### src/rtl/usr_pkg.sv
// Shared op codes and FSM state encodings for univ_shift_reg.
package usr_pkg;

   localparam logic [2:0] OP_HOLD   = 3'b000;
   localparam logic [2:0] OP_LOAD   = 3'b001;
   localparam logic [2:0] OP_SHL    = 3'b010;
   localparam logic [2:0] OP_SHR    = 3'b011;
   localparam logic [2:0] OP_CLEAR  = 3'b100;
   localparam logic [2:0] OP_ROTATE = 3'b101;

   localparam logic [1:0] ST_IDLE = 2'd0;
   localparam logic [1:0] ST_ROT  = 2'd1;
   localparam logic [1:0] ST_FIN  = 2'd2;

endpackage

### src/rtl/univ_shift_reg_dff_r_en_w.sv
// WIDTH-bit D flip-flop bank with synchronous active-high reset and enable.
module univ_shift_reg_dff_r_en_w #(
   parameter int WIDTH = 8
) (
   input  logic             clk,
   input  logic             reset,
   input  logic             en,
   input  logic [WIDTH-1:0] d,
   output logic [WIDTH-1:0] q
);

   always_ff @(posedge clk) begin
      if (reset)
         q <= '0;
      else if (en)
         q <= d;
   end

endmodule

### src/rtl/univ_shift_reg.sv
// Universal shift register with load/shift/clear and an optional multi-cycle
// rotate engine compiled in by UNIV_SHIFT_REG_ROTATE_EN.
module univ_shift_reg
   import usr_pkg::*;
#(
   parameter int WIDTH = 8,
   parameter int AMT_W = 3
) (
   input  logic             clk,
   input  logic             reset,
   input  logic             en,
   input  logic [2:0]       op,
   input  logic [WIDTH-1:0] d,
   input  logic             si,
   input  logic [AMT_W-1:0] amt,
   output logic [WIDTH-1:0] q,
   output logic [WIDTH-1:0] q_bar,
   output logic             so,
   output logic             busy,
   output logic             done
);

   logic [WIDTH-1:0] q_next;
   logic [WIDTH-1:0] op_result;
   logic             q_en;

   univ_shift_reg_dff_r_en_w #(.WIDTH(WIDTH)) u_dff (
      .clk   (clk),
      .reset (reset),
      .en    (q_en),
      .d     (q_next),
      .q     (q)
   );

   assign q_bar = ~q;
   assign so    = q[WIDTH-1];

   // ROTATE is not handled here; it is driven by the FSM below (or held).
   always_comb begin
      op_result = q;
      case (op)
         OP_LOAD:  op_result = d;
         OP_SHL:   op_result = {q[WIDTH-2:0], si};
         OP_SHR:   op_result = {si, q[WIDTH-1:1]};
         OP_CLEAR: op_result = '0;
         default:  op_result = q;
      endcase
   end

`ifdef UNIV_SHIFT_REG_ROTATE_EN
   logic [1:0]       state, state_next;
   logic [AMT_W-1:0] count, count_next;

   always_ff @(posedge clk) begin
      if (reset) begin
         state <= ST_IDLE;
         count <= '0;
      end else begin
         state <= state_next;
         count <= count_next;
      end
   end

   // FIN behaves like IDLE for accepting ops, so back-to-back rotates work.
   always_comb begin
      state_next = state;
      count_next = count;
      q_next     = op_result;
      q_en       = 1'b0;
      case (state)
         ST_ROT: begin
            q_next     = {q[WIDTH-2:0], q[WIDTH-1]};
            q_en       = 1'b1;
            count_next = count - AMT_W'(1);
            if (count == AMT_W'(1))
               state_next = ST_FIN;
         end
         default: begin
            state_next = ST_IDLE;
            if (en) begin
               q_en = 1'b1;
               if (op == OP_ROTATE) begin
                  count_next = amt;
                  state_next = (amt == '0) ? ST_FIN : ST_ROT;
               end
            end
         end
      endcase
   end

   assign busy = (state == ST_ROT);
   assign done = (state == ST_FIN);
`else
   logic unused_amt;

   assign unused_amt = ^amt;
   assign q_next     = op_result;
   assign q_en       = en;
   assign busy       = 1'b0;
   assign done       = 1'b0;
`endif

endmodule
### config.mk
export PLATFORM = sky130hd
export DESIGN_NAME = univ_shift_reg
export DESIGN_NICKNAME = d
export VERILOG_FILES = /design/src/rtl/usr_pkg.sv /design/src/rtl/univ_shift_reg_dff_r_en_w.sv /design/src/rtl/univ_shift_reg.sv
export SDC_FILE = /design/constraint.sdc
export NUM_CORES = 1
export LEC_CHECK = 0
export BUFFER_PORTS_ARGS = -buffer_cell sky130_fd_sc_hd__buf_2
export CORE_UTILIZATION = 35
export CTS_CLUSTER_SIZE = 8
export DETAILED_ROUTE_END_ITERATION = 6
export PLACE_DENSITY = 0.68
export SETUP_SLACK_MARGIN = 0.1
export SLEW_MARGIN = 20
export SYNTH_ARGS = -nofsm -noshare
export SYNTH_HDL_FRONTEND = slang
export SYNTH_SLANG_ARGS = --single-unit
export TNS_END_PERCENT = 100
### constraint.sdc
create_clock -name clk -period 1.6 [get_ports clk]
set_clock_uncertainty 0.2 [all_clocks]
set_input_delay 0.24 -clock clk [delete_from_list [all_inputs] [get_ports clk]]
set_output_delay 0.24 -clock clk [all_outputs]
set_load 0.01 [all_outputs]
# ---- After elaboration in Yosys (flattened, before gate mapping)
# Cells that the tools add are included.
dict set report classes {
  add_sub_neg 0
  n_mul 0
  n_div 0
  order_cmp 0
  n_eq_ne 4
  shift 0
  muxes 1
  bitwise 1
  n_reduce_logical 2
}
# cell n
set op_table {}
lappend op_table {{one-hot mux 8 bit (4 select lines)} 1}
lappend op_table {{inverter 8 bit} 1}
lappend op_table {{== test 3 x 2 -> 1 bit, second input constant} 2}
lappend op_table {{nonzero test 4 bit} 1}
lappend op_table {{== test 3 x 1 -> 1 bit, second input constant} 1}
lappend op_table {{== test 3 bit, second input constant} 1}
lappend op_table {{AND reduction 2 bit} 1}
dict set report totals {
  regBits 8
  latchBits 0
  ram_bits 0
  mem_bits_ro 0
  in_bits 18
  mem_count 0
}

# ---- Depth between registers and ports, before layout
# Gate-level depths: netlist of run 1.
dict set report logic_depth {
  word_depth 3
  ltp_mapped 5
  ltp_nobuf 4
}

# ---- By module
# A second synthesis of run 1 with hierarchy kept.
dict set report unflattened {
  hier_cells 78
  area_unflattened_um2 755.7
}
# module instances cells_each area_each_um2 seq_area_each_um2
set modules_own_cells {}
lappend modules_own_cells {univ_shift_reg 1 52 470.5 0.0}
lappend modules_own_cells {univ_shift_reg_dff_r_en_w 1 26 285.3 160.2}

# ---- Least setup slack after synthesis of run 1
# No wires, ideal clock.
dict set report synth_timing {
  path_kind {input-to-reg}
  startpoint {input op[2]}
  endpoint {register u_dff.q[7]}
  t_arrival_ns 1.007
  required_ns 1.271
  setup_slack_ns 0.264
  stages 5
  path_cell_list {or3_1 and3_1 buf_2 nor2_1 a311oi_1}
}
dict set report synth_between {
  elab_chain_len 3
  elab_cells_between_ends 7
  classes_between {eq/ne (4); mux (1); reduce/logical (2)}
}
# item line_no
set synth_lines {}
lappend synth_lines {{start: declaration} univ_shift_reg.sv:12} ;# input logic [2:0] op,
lappend synth_lines {{== test 3 bit, or another cell as far along} univ_shift_reg.sv:41} ;# case (op)
lappend synth_lines {{nonzero test 4 bit (no line)} --}
lappend synth_lines {{AND reduction 2 bit (no line)} --}
lappend synth_lines {{end signal: assignment} univ_shift_reg_dff_r_en_w.sv:14} ;# q <= '0;
lappend synth_lines {{end signal: assignment} univ_shift_reg_dff_r_en_w.sv:16} ;# q <= d;
lappend synth_lines {{end: declaration} univ_shift_reg_dff_r_en_w.sv:9} ;# output logic [WIDTH-1:0] q
# Parallel ways exist; a longest one is shown, timed or not.
# A chain may end at the register's enable or synchronous reset.

# ---- Worst setup path in the final report of run 1
dict set report layout_timing {
  startpoint {register u_dff.q[1]}
  endpoint {register u_dff.q[2]}
}
dict set report layout_between {
  elab_chain_len 1
}
# item line_no
set layout_lines {}
lappend layout_lines {{one-hot mux 8 bit (4 select lines)} univ_shift_reg.sv:41}
# Every way passes these cells.

==> results of run 1 <==
-- final cells by class --
class | count | area [um2]
Multi-Input combinational cell | 54 | 327.8
Timing Repair Buffer | 35 | 185.2
Sequential cell | 8 | 160.2
Tap cell | 16 | 20.02
Clock buffer | 3 | 22.52
Fill cell | 159 | 760.7
Inverter | 8 | 30.03
-- path summary, 6_finish.rpt --
check	startpoint	to	slack, ps	depth (start not counted)
max reg2reg	u_dff.q[1]$_SDFFE_PP0P_	u_dff.q[2]$_SDFFE_PP0P_	230	3
min reg2reg	u_dff.q[5]$_SDFFE_PP0P_	u_dff.q[5]$_SDFFE_PP0P_	330	2
min	d[7]	u_dff.q[7]$_SDFFE_PP0P_	40	3
max	u_dff.q[1]$_SDFFE_PP0P_	u_dff.q[2]$_SDFFE_PP0P_	230	3
-- worst max-delay path, stage by stage, from the launching register on --
cell and delay (ps):
dfxtp_1 390, nor2_2 70, a221o_1 340, a311oi_1 280
-- power by group --
group,total (mW),internal [mW],switching (mW)
Combinational,0.191,0.0889,0.102
Sequential,0.234,0.216,0.0176
Clock,0.156,0.0859,0.0701
-- routing by layer --
metal,vias to the layer above,part of all wire (%)
met5,-,0
met4,0,2.9
met3,5,5.8
met2,26,44
met1,288,47
li1,330,-
-- cell families (layout without fill, tap and decap cells) --
group | Yosys count | after routing | synth area share (%)
buf+inv | 16 | 46 | 14.94
flops | 8 | 8 | 28.13
compound gates | 19 | 19 | 29.01
other cells | 1 | 2 | 0.6587
simple gates | 32 | 32 | 25.72
xor+xnor | 1 | 1 | 1.539
-- per-stage QoR --
step / cells / cell area [um2]
2_1_floorplan: 78 / 573.1
3_3_place_gp: 121 / 723.2
3_5_place_dp: 121 / 723.2
4_1_cts: 124 / 745.7
5_1_grt: 124 / 745.7
6_report: 124 / 745.7
-- placed cells by master (no fill, tap or decap), drive strengths merged --
cell,count
a22oi,1
xnor2,1
nor2,19
dfxtp,8
buf,35
nand2,8
conb,2
a221o,6
nor2b,2
or3,1
a211o,1
nor3b,1
clkbuf,3
a311oi,8
o21ai,2
inv,8
a21oi,1
and3,1
==> results.py, run 1 <==
metrics = {
    "route": {
        "route.vias.total": 649,
        "vias_per_cell": 5.234,
        "first_pass_iters": 4,
        "drt_iter0_markers": 13,
        "post_drt_wl_per_cell_um": 11.29,
        "drc_errors": 0,
        "routed_wl_um": 1400,
        "final_antenna_net_count": 0,
    },
    "place": {
        "dp_hpwl_um": 1075,
        "gp_congestion": 0.8209,
        "pre_cts_slack_ps": 12.53,
        "portBuffers": 31,
    },
    "synthesis": {
        "ys_seq_area_share_pct": 28.13,
        "avgSynthCellArea_um2": 7.393,
        "syn_inst": 77,
        "synth_commonest_cells": "15 x nor2_1, 8 x a311oi_1, 8 x dfxtp_1, 8 x inv_1, 8 x nand2_1",
        "ys_warn_count": 0,
        "ys.flop_type": "dfxtp_1",
        "synth_async_sr_flop_share_pct": 0,
        "synth_edf_count": 0,
        "synth-seq-cells": 8,
        "synth_most_common_cell": "nor2_1",
        "ys_types": 22,
        "syn_area_um2": 569.3,
        "yosys-top-cells-area": "dfxtp_1 28%, a311oi_1 12%, a221o_1 11%",
        "yosys.area.top_type_share_pct": 28.13,
        "yosys.area.top_type": "dfxtp_1",
    },
    "floorplanning": {
        "fp.dieArea_um2": 1792,
        "start_util_pct": 37.79,
        "die_w_um": 42.33,
        "row_count": 14,
        "die_h_um": 42.33,
        "core_um2": 1506,
        "io_pins": 37,
    },
    "clock_network": {
        "post_cts_resized": 0,
        "cts_made_buffers": 3,
        "cts-root-buf": "clkbuf_4",
        "clk_latency_ps": 250,
        "cts_sinks": 8,
        "postCtsHoldBufs": 0,
        "cts_tree": "done",
        "cts.htree.levels": 1,
        "clkTransAtPathRegs_ps": 50,
        "clk_path_buf_depth": 2,
        "postCtsSetupRepairBufs": 0,
    },
    "finish": {
        "largest_reg_flops": 8,
        "top_regs": "u_dff.q: 8 flops",
        "antenna_cells": 0,
        "drive_above_1_share_pct": 40.74,
        "fin_nets": 128,
        "areaGrowthSynthToFinish_pct": 30.99,
        "top_register": "u_dff.q",
        "post-route-util_pct": 49.50,
    },
    "hold_path": {
        "hold_path.class": "in2reg",
    },
    "timing": {
        "fin_crit_sh_pct": 85.70,
        "worst_slack_ps": 228.8,
        "fin_tns_setup_ps": 0,
        "hold_viol": 0,
        "fmaxAchievable_ghz": 0.7293,
        "drv_slew": 0,
        "final-setup-viol-count": 0,
        "timing.hold.ws_ps": 39.84,
        "rsz0062_at_grt": "false",
        "layout_min_cycle_time_ps": 1371,
    },
    "global_routing": {
        "grt_pass1_wl_um": 2332,
        "use_met2_pct": 25.23,
        "grt_util_met1_pct": 21.90,
        "use_met3_pct": 3.448,
        "gr-total-overflow": 0,
        "grt_util_all_layers_pct": 17.14,
        "grt_busiest_layer": "met2",
        "grt_pass1_vias": 547,
        "grt_max_degree": 10,
        "antenna_found_initial": 0,
    },
    "power_and_ir_drop": {
        "ir_worst_vdd_uv": 333.8,
        "power_density_nw_per_um2": 779.6,
        "totalPowerFinal_uw": 581.4,
        "p_leak_nw": 0.3571,
    },
    "setup_path": {
        "path_class": "reg2reg",
        "cp_data_arrival_time_ps": 1330,
        "crit_fanout": 4,
        "cp.required_ps": 1560,
        "endpoint_kind": "flop",
        "critPathLaunchType": "flop",
    },
    "job": {
        "cap_violations": 0,
    },
    "outcome": {
        "status": "complete, no violations",
    },
}
Note: power is estimated with default switching activity, not from simulation.
==> inputs of run 2 (changes only) <==
- ABC_AREA: not set -> 1
- ABC_CLOCK_PERIOD_IN_PS: not set -> 1600
- PLACE_DENSITY: 0.68 -> 0.65
==> run 2 against run 1 <==
Net effect:
- total power fell by 2.4%
- register-to-register slack better by 330 ps
- largest power group unchanged
- clock power hardly changed
- final area rose by 12%
==> results.py, run 2 <==
metrics = {
    "power_and_ir_drop": {
        "power_switching_share_pct": 35.03,
        "pwr-share-clk_pct": 27.9,
        "power_density_nw_per_um2": 678.5,
        "p_comb_share_pct": 31.4,
        "p_switching_uw": 198.7,
        "ir_worst_vdd_uv": 338.6,
        "p_leak_nw": 0.4916,
        "p_int_uw": 368.5,
        "sequentialPowerShare_pct": 40.6,
    },
    "timing": {
        "fmaxAchievable_ghz": 0.7726,
        "hold_viol": 0,
        "rsz0062_at_grt": "false",
        "layout_min_cycle_time_ps": 1294,
        "final-setup-viol-count": 0,
        "fin_crit_sh_pct": 80.90,
        "fin_tns_setup_ps": 0,
        "worst_slack_ps": 305.6,
        "drv_slew": 0,
    },
    "route": {
        "drc_errors": 0,
        "vias_per_cell": 4.704,
        "drt_iter0_markers": 16,
        "route.vias.total": 762,
        "routed_wl_um": 1567,
        "final_antenna_net_count": 0,
        "post_drt_wl_per_cell_um": 9.673,
        "first_pass_iters": 4,
    },
    "clock_network": {
        "cts_made_buffers": 3,
        "post_cts_resized": 0,
        "clk_path_buf_depth": 2,
        "postCtsHoldBufs": 0,
        "clk_latency_ps": 260,
        "clkTransAtPathRegs_ps": 60,
        "cts_sinks": 8,
        "postCtsSetupRepairBufs": 0,
        "cts.htree.levels": 1,
        "cts_tree": "done",
        "cts-root-buf": "clkbuf_4",
    },
    "global_routing": {
        "grt_pass1_vias": 594,
        "grt_pass1_wl_um": 2490,
        "grt_util_all_layers_pct": 16.31,
        "antenna_found_initial": 0,
        "gr-total-overflow": 0,
        "grt_max_degree": 20,
    },
    "floorplanning": {
        "core_um2": 1764,
        "row_count": 15,
        "die_h_um": 45.82,
        "start_util_pct": 38.09,
        "io_pins": 37,
        "fp.dieArea_um2": 2099,
        "die_w_um": 45.82,
    },
    "hold_path": {
        "hold_end": "u_dff.q[3]$_SDFFE_PP0P_",
        "hold_depth": 5,
        "hold_path.class": "in2reg",
        "hold_path_startpoint": "d[3]",
    },
    "finish": {
        "post-route-util_pct": 47.38,
        "fin_nets": 157,
        "top_regs": "u_dff.q: 8 flops",
        "largest_reg_flops": 8,
        "final_cells": 162,
        "fill_cells": 216,
        "layout_common_cells": "33 x nand2_1, 31 x buf_2, 16 x inv_1, 16 x nand4_1, 8 x dfxtp_1",
        "design_area_um2": 835.8,
        "drive_above_1_share_pct": 36.50,
        "top_register": "u_dff.q",
        "final_common_cell": "nand2_1",
        "antenna_cells": 0,
        "areaGrowthSynthToFinish_pct": 24.39,
    },
    "synthesis": {
        "ys_warn_count": 0,
        "syn_inst": 109,
        "synth_async_sr_flop_share_pct": 0,
        "ys_seq_area_share_pct": 23.84,
        "yosys-top-cells-area": "dfxtp_1 24%, nand2_1 18%, nand4_1 15%",
        "synth_commonest_cells": "33 x nand2_1, 16 x inv_1, 16 x nand4_1, 8 x dfxtp_1, 6 x nor2_1",
        "synth_most_common_cell": "nand2_1",
        "yosys.area.top_type": "dfxtp_1",
        "avgSynthCellArea_um2": 6.164,
        "synth_edf_count": 0,
        "syn_area_um2": 671.9,
        "ys.flop_type": "dfxtp_1",
        "yosys.area.top_type_share_pct": 23.84,
        "ys_types": 21,
        "synth-seq-cells": 8,
    },
    "place": {
        "gp_congestion": 0.7562,
        "dp_hpwl_um": 1164,
        "placed_cell_area_um2": 813.3,
        "place_inst": 159,
        "pre_cts_slack_ps": 118.0,
        "portBuffers": 31,
    },
    "setup_path": {
        "reg2reg_depth": 6,
        "cp.required_ps": 1160,
        "r2r-start": "u_dff.q[1]$_SDFFE_PP0P_",
        "r2r_end": "u_dff.q[2]$_SDFFE_PP0P_",
        "crit_fanout": 4,
        "cp_data_arrival_time_ps": 850,
        "path_class": "reg2out",
        "endpoint_kind": "primary output",
        "critPathLaunchType": "flop",
        "r2r_slack_ps": 560,
    },
    "outcome": {
        "status": "complete, no violations",
    },
    "job": {
        "cap_violations": 0,
    },
}
run 2: power by group through the flow:
stage / clock (mW) / combinational (mW) / sequential (mW)
detailed placement: 0 / 0.179 / 0.234
global route: 0.175 / 0.200 / 0.233
finish: 0.158 / 0.178 / 0.230
floorplan: 0 / 0.117 / 0.239
CTS: 0.166 / 0.180 / 0.230
global placement: 0 / 0.175 / 0.234
run 2: worst max path at each step:
stage                            startpoint                 endpoint  slack [ps]  cells after the start
floorplan                             op[1]  u_dff.q[3]$_SDFFE_PP0P_         340                      8
global placement                      op[1]  u_dff.q[0]$_SDFFE_PP0P_         160                      9
detailed placement                    op[1]  u_dff.q[0]$_SDFFE_PP0P_         120                      9
CTS                 u_dff.q[1]$_SDFFE_PP0P_                 q_bar[1]         300                      2
global route                          op[1]  u_dff.q[3]$_SDFFE_PP0P_         250                      9
finish              u_dff.q[6]$_SDFFE_PP0P_                 q_bar[6]         310                      2
run 2: layout make-up:
class | instances | area (um2) | area share (%)
Sequential cell | 8 | 160.2 | 19.16
Inverter | 19 | 71.32 | 8.533
Tap cell | 25 | 31.28 | 3.743
Multi-Input combinational cell | 74 | 380.4 | 45.51
Clock buffer | 3 | 22.52 | 2.695
Timing Repair Buffer | 33 | 170.2 | 20.36
run 2: cell families (layout without fill, tap and decap cells):
family	Yosys count	count (layout)	share of synthesized area (%)
AND/OR/NAND/NOR	63	63	46.55
AO/OA/AOI/OAI	9	9	8.937
buffers and inverters	28	55	20.11
flip-flops	8	8	23.84
other	1	2	0.5581
run 2: per-stage QoR:
| stage | hold WS (ps) | total power [mW] |
|---|---|---|
| after global placement | 315.6 | 0.4091 |
| after floorplan | 229.9 | 0.3565 |
| after CTS | 64.96 | 0.5757 |
| after detailed placement | 334.4 | 0.4135 |
| after global routing | 90.11 | 0.6080 |
| final | 68.12 | 0.5671 |
run 2: critical path, cell delays in order (launching register included):
cell	delay (ps)
dfxtp_1	380
inv_1	80
buf_2	140
run 2: routing by layer:
metal | global-route usage, % | vias to the layer above | wire length (um)
met1 | 21.88 | 337 | 705
met3 | 1.190 | 2 | 95
met4 | 10.59 | 0 | 8
li1 | - | 397 | -
met5 | 0 | - | 0
met2 | 24.86 | 26 | 757
==> inputs of run 3 (changes only) <==
- ABC_CLOCK_PERIOD_IN_PS: 1600 -> 1100
- PLACE_DENSITY: 0.65 -> 0.68
- clock period: 1.6 -> 1.1 ns (I/O delays scaled with it)
==> run 3 against run 2 <==
Net effect:
- the run now ends with hold timing, setup timing left
- sequential cell count is the same
- largest power group is now combinational logic
- hold slack lost 85 ps
- combinational power grew 130%
- register-to-register slack lost 610 ps
- critical endpoint is now q_bar[3]
- final cell count grew 9.9%
- die area is the same
- sequential power grew 49%
==> results.py, run 3 (synthesized netlist as in run 2, its figures left out) <==
metrics = {
    "finish": {
        "areaGrowthSynthToFinish_pct": 66.11,
        "top_register": "u_dff.q",
        "final_common_cell": "nand2_1",
        "layout_common_cells": "33 x nand2_1, 21 x buf_6, 16 x nand4_1",
        "final_cells": 178,
        "antenna_cells": 0,
        "top_regs": "u_dff.q: 8 flops",
        "design_area_um2": 1116,
        "fin_nets": 173,
        "largest_reg_flops": 8,
        "fill_cells": 165,
        "drive_above_1_share_pct": 54.90,
    },
    "route": {
        "drt_iter0_markers": 13,
        "route.vias.total": 848,
        "first_pass_iters": 4,
        "drc_errors": 0,
        "post_drt_wl_per_cell_um": 10.79,
        "final_antenna_net_count": 0,
        "vias_per_cell": 4.764,
        "routed_wl_um": 1920,
    },
    "outcome": {
        "violations": "hold timing, setup timing",
        "status": "finished with violations",
    },
    "power_and_ir_drop": {
        "power_density_nw_per_um2": 882.6,
        "p_int_uw": 648.2,
        "pwr-share-clk_pct": 24.2,
        "p_leak_nw": 0.6013,
        "p_comb_share_pct": 41.0,
        "p_switching_uw": 336.9,
        "sequentialPowerShare_pct": 34.8,
        "totalPowerFinal_uw": 985.1,
        "power_switching_share_pct": 34.20,
        "ir_worst_vdd_uv": 747.8,
    },
    "place": {
        "dp_hpwl_um": 1219,
        "portBuffers": 31,
        "placed_cell_area_um2": 853.3,
        "gp_congestion": 0.7392,
        "pre_cts_slack_ps": -168.7,
        "place_inst": 163,
    },
    "setup_path": {
        "endpoint_kind": "primary output",
        "critPathLaunchType": "flop",
        "cp.required_ps": 730,
        "path_class": "reg2out",
        "crit_fanout": 3,
        "cp_data_arrival_time_ps": 780,
    },
    "timing": {
        "final-setup-viol-count": 16,
        "drv_slew": 0,
        "layout_min_cycle_time_ps": 1149,
        "timing.hold.ws_ps": -17.02,
        "fin_crit_sh_pct": 104.4,
        "fmaxAchievable_ghz": 0.8707,
        "rsz0062_at_grt": "true",
        "worst_slack_ps": -48.53,
        "hold_viol": 5,
    },
    "floorplanning": {
        "die_w_um": 45.82,
        "core_um2": 1764,
        "io_pins": 37,
        "fp.dieArea_um2": 2099,
        "start_util_pct": 38.09,
        "die_h_um": 45.82,
        "row_count": 15,
    },
    "clock_network": {
        "clkTransAtPathRegs_ps": 60,
        "cts_sinks": 8,
        "cts-root-buf": "clkbuf_4",
        "cts_tree": "done",
        "cts.htree.levels": 1,
        "clk_latency_ps": 260,
        "cts_made_buffers": 3,
        "clk_path_buf_depth": 2,
    },
    "job": {
        "cap_violations": 0,
    },
    "global_routing": {
        "antenna_found_initial": 0,
        "gr-total-overflow": 0,
        "grt_pass1_wl_um": 2994,
        "grt_max_degree": 17,
        "grt_util_all_layers_pct": 19.76,
        "grt_pass1_vias": 714,
    },
    "hold_path": {
        "hold_path.class": "in2reg",
    },
}
-- run 3: path summary, 6_finish.rpt --
kind                            cells after the start  slack, ps                    start                 endpoint
worst min register to register                      4        390  u_dff.q[7]$_SDFFE_PP0P_  u_dff.q[7]$_SDFFE_PP0P_
worst max register to register                      7        -50  u_dff.q[2]$_SDFFE_PP0P_  u_dff.q[3]$_SDFFE_PP0P_
worst max-delay path                                2        -50  u_dff.q[3]$_SDFFE_PP0P_                 q_bar[3]
worst min-delay path                                5        -20                     d[2]  u_dff.q[2]$_SDFFE_PP0P_
-- run 3: through the flow --
stage	hold slack, ps	utilization (%)	setup TNS (ps)
after detailed placement	252.5	48.37	-1267
after floorplan	150.6	-	-469.2
after global placement	237.7	48.37	-1136
after global routing	12.67	63.26	-1396
final	-17.02	63.26	-554.7
after CTS	-20.33	59.15	-442.2
-- run 3: power groups by stage --
stage | registers [mW] | clock network, mW | logic, mW
finish | 0.343 | 0.238 | 0.404
global route | 0.346 | 0.256 | 0.443
CTS | 0.342 | 0.245 | 0.368
detailed placement | 0.341 | 0 | 0.276
global placement | 0.340 | 0 | 0.270
floorplan | 0.348 | 0 | 0.179
-- run 3: layer usage --
metal,routed length [um],track usage (%)
met5,0,0
met4,30,10.59
met3,82,2.381
met2,1001,31.14
met1,805,26.00
-- run 3: layout make-up --
type                    count  area [um2]  area share [%]
repair buffers             49       409.1           36.66
multi-input cells          74       396.6           35.54
clock buffers               3       22.52           2.018
flip-flops and latches      8       182.7           16.37
inverters                  19       73.82           6.614
well taps                  25       31.28           2.803
-- run 3: worst max-delay path: stages (launching register included) --
cell and delay, ps:
dfxtp_2 370, inv_2 50, buf_6 110
-- run 3: repair_timing --
action,CTS,global route
setup endpoints to repair,25,25
gates resized for setup,30,13
pin swaps,19,5
endpoints found under the hold margin,8,0
setup buffers,11,1
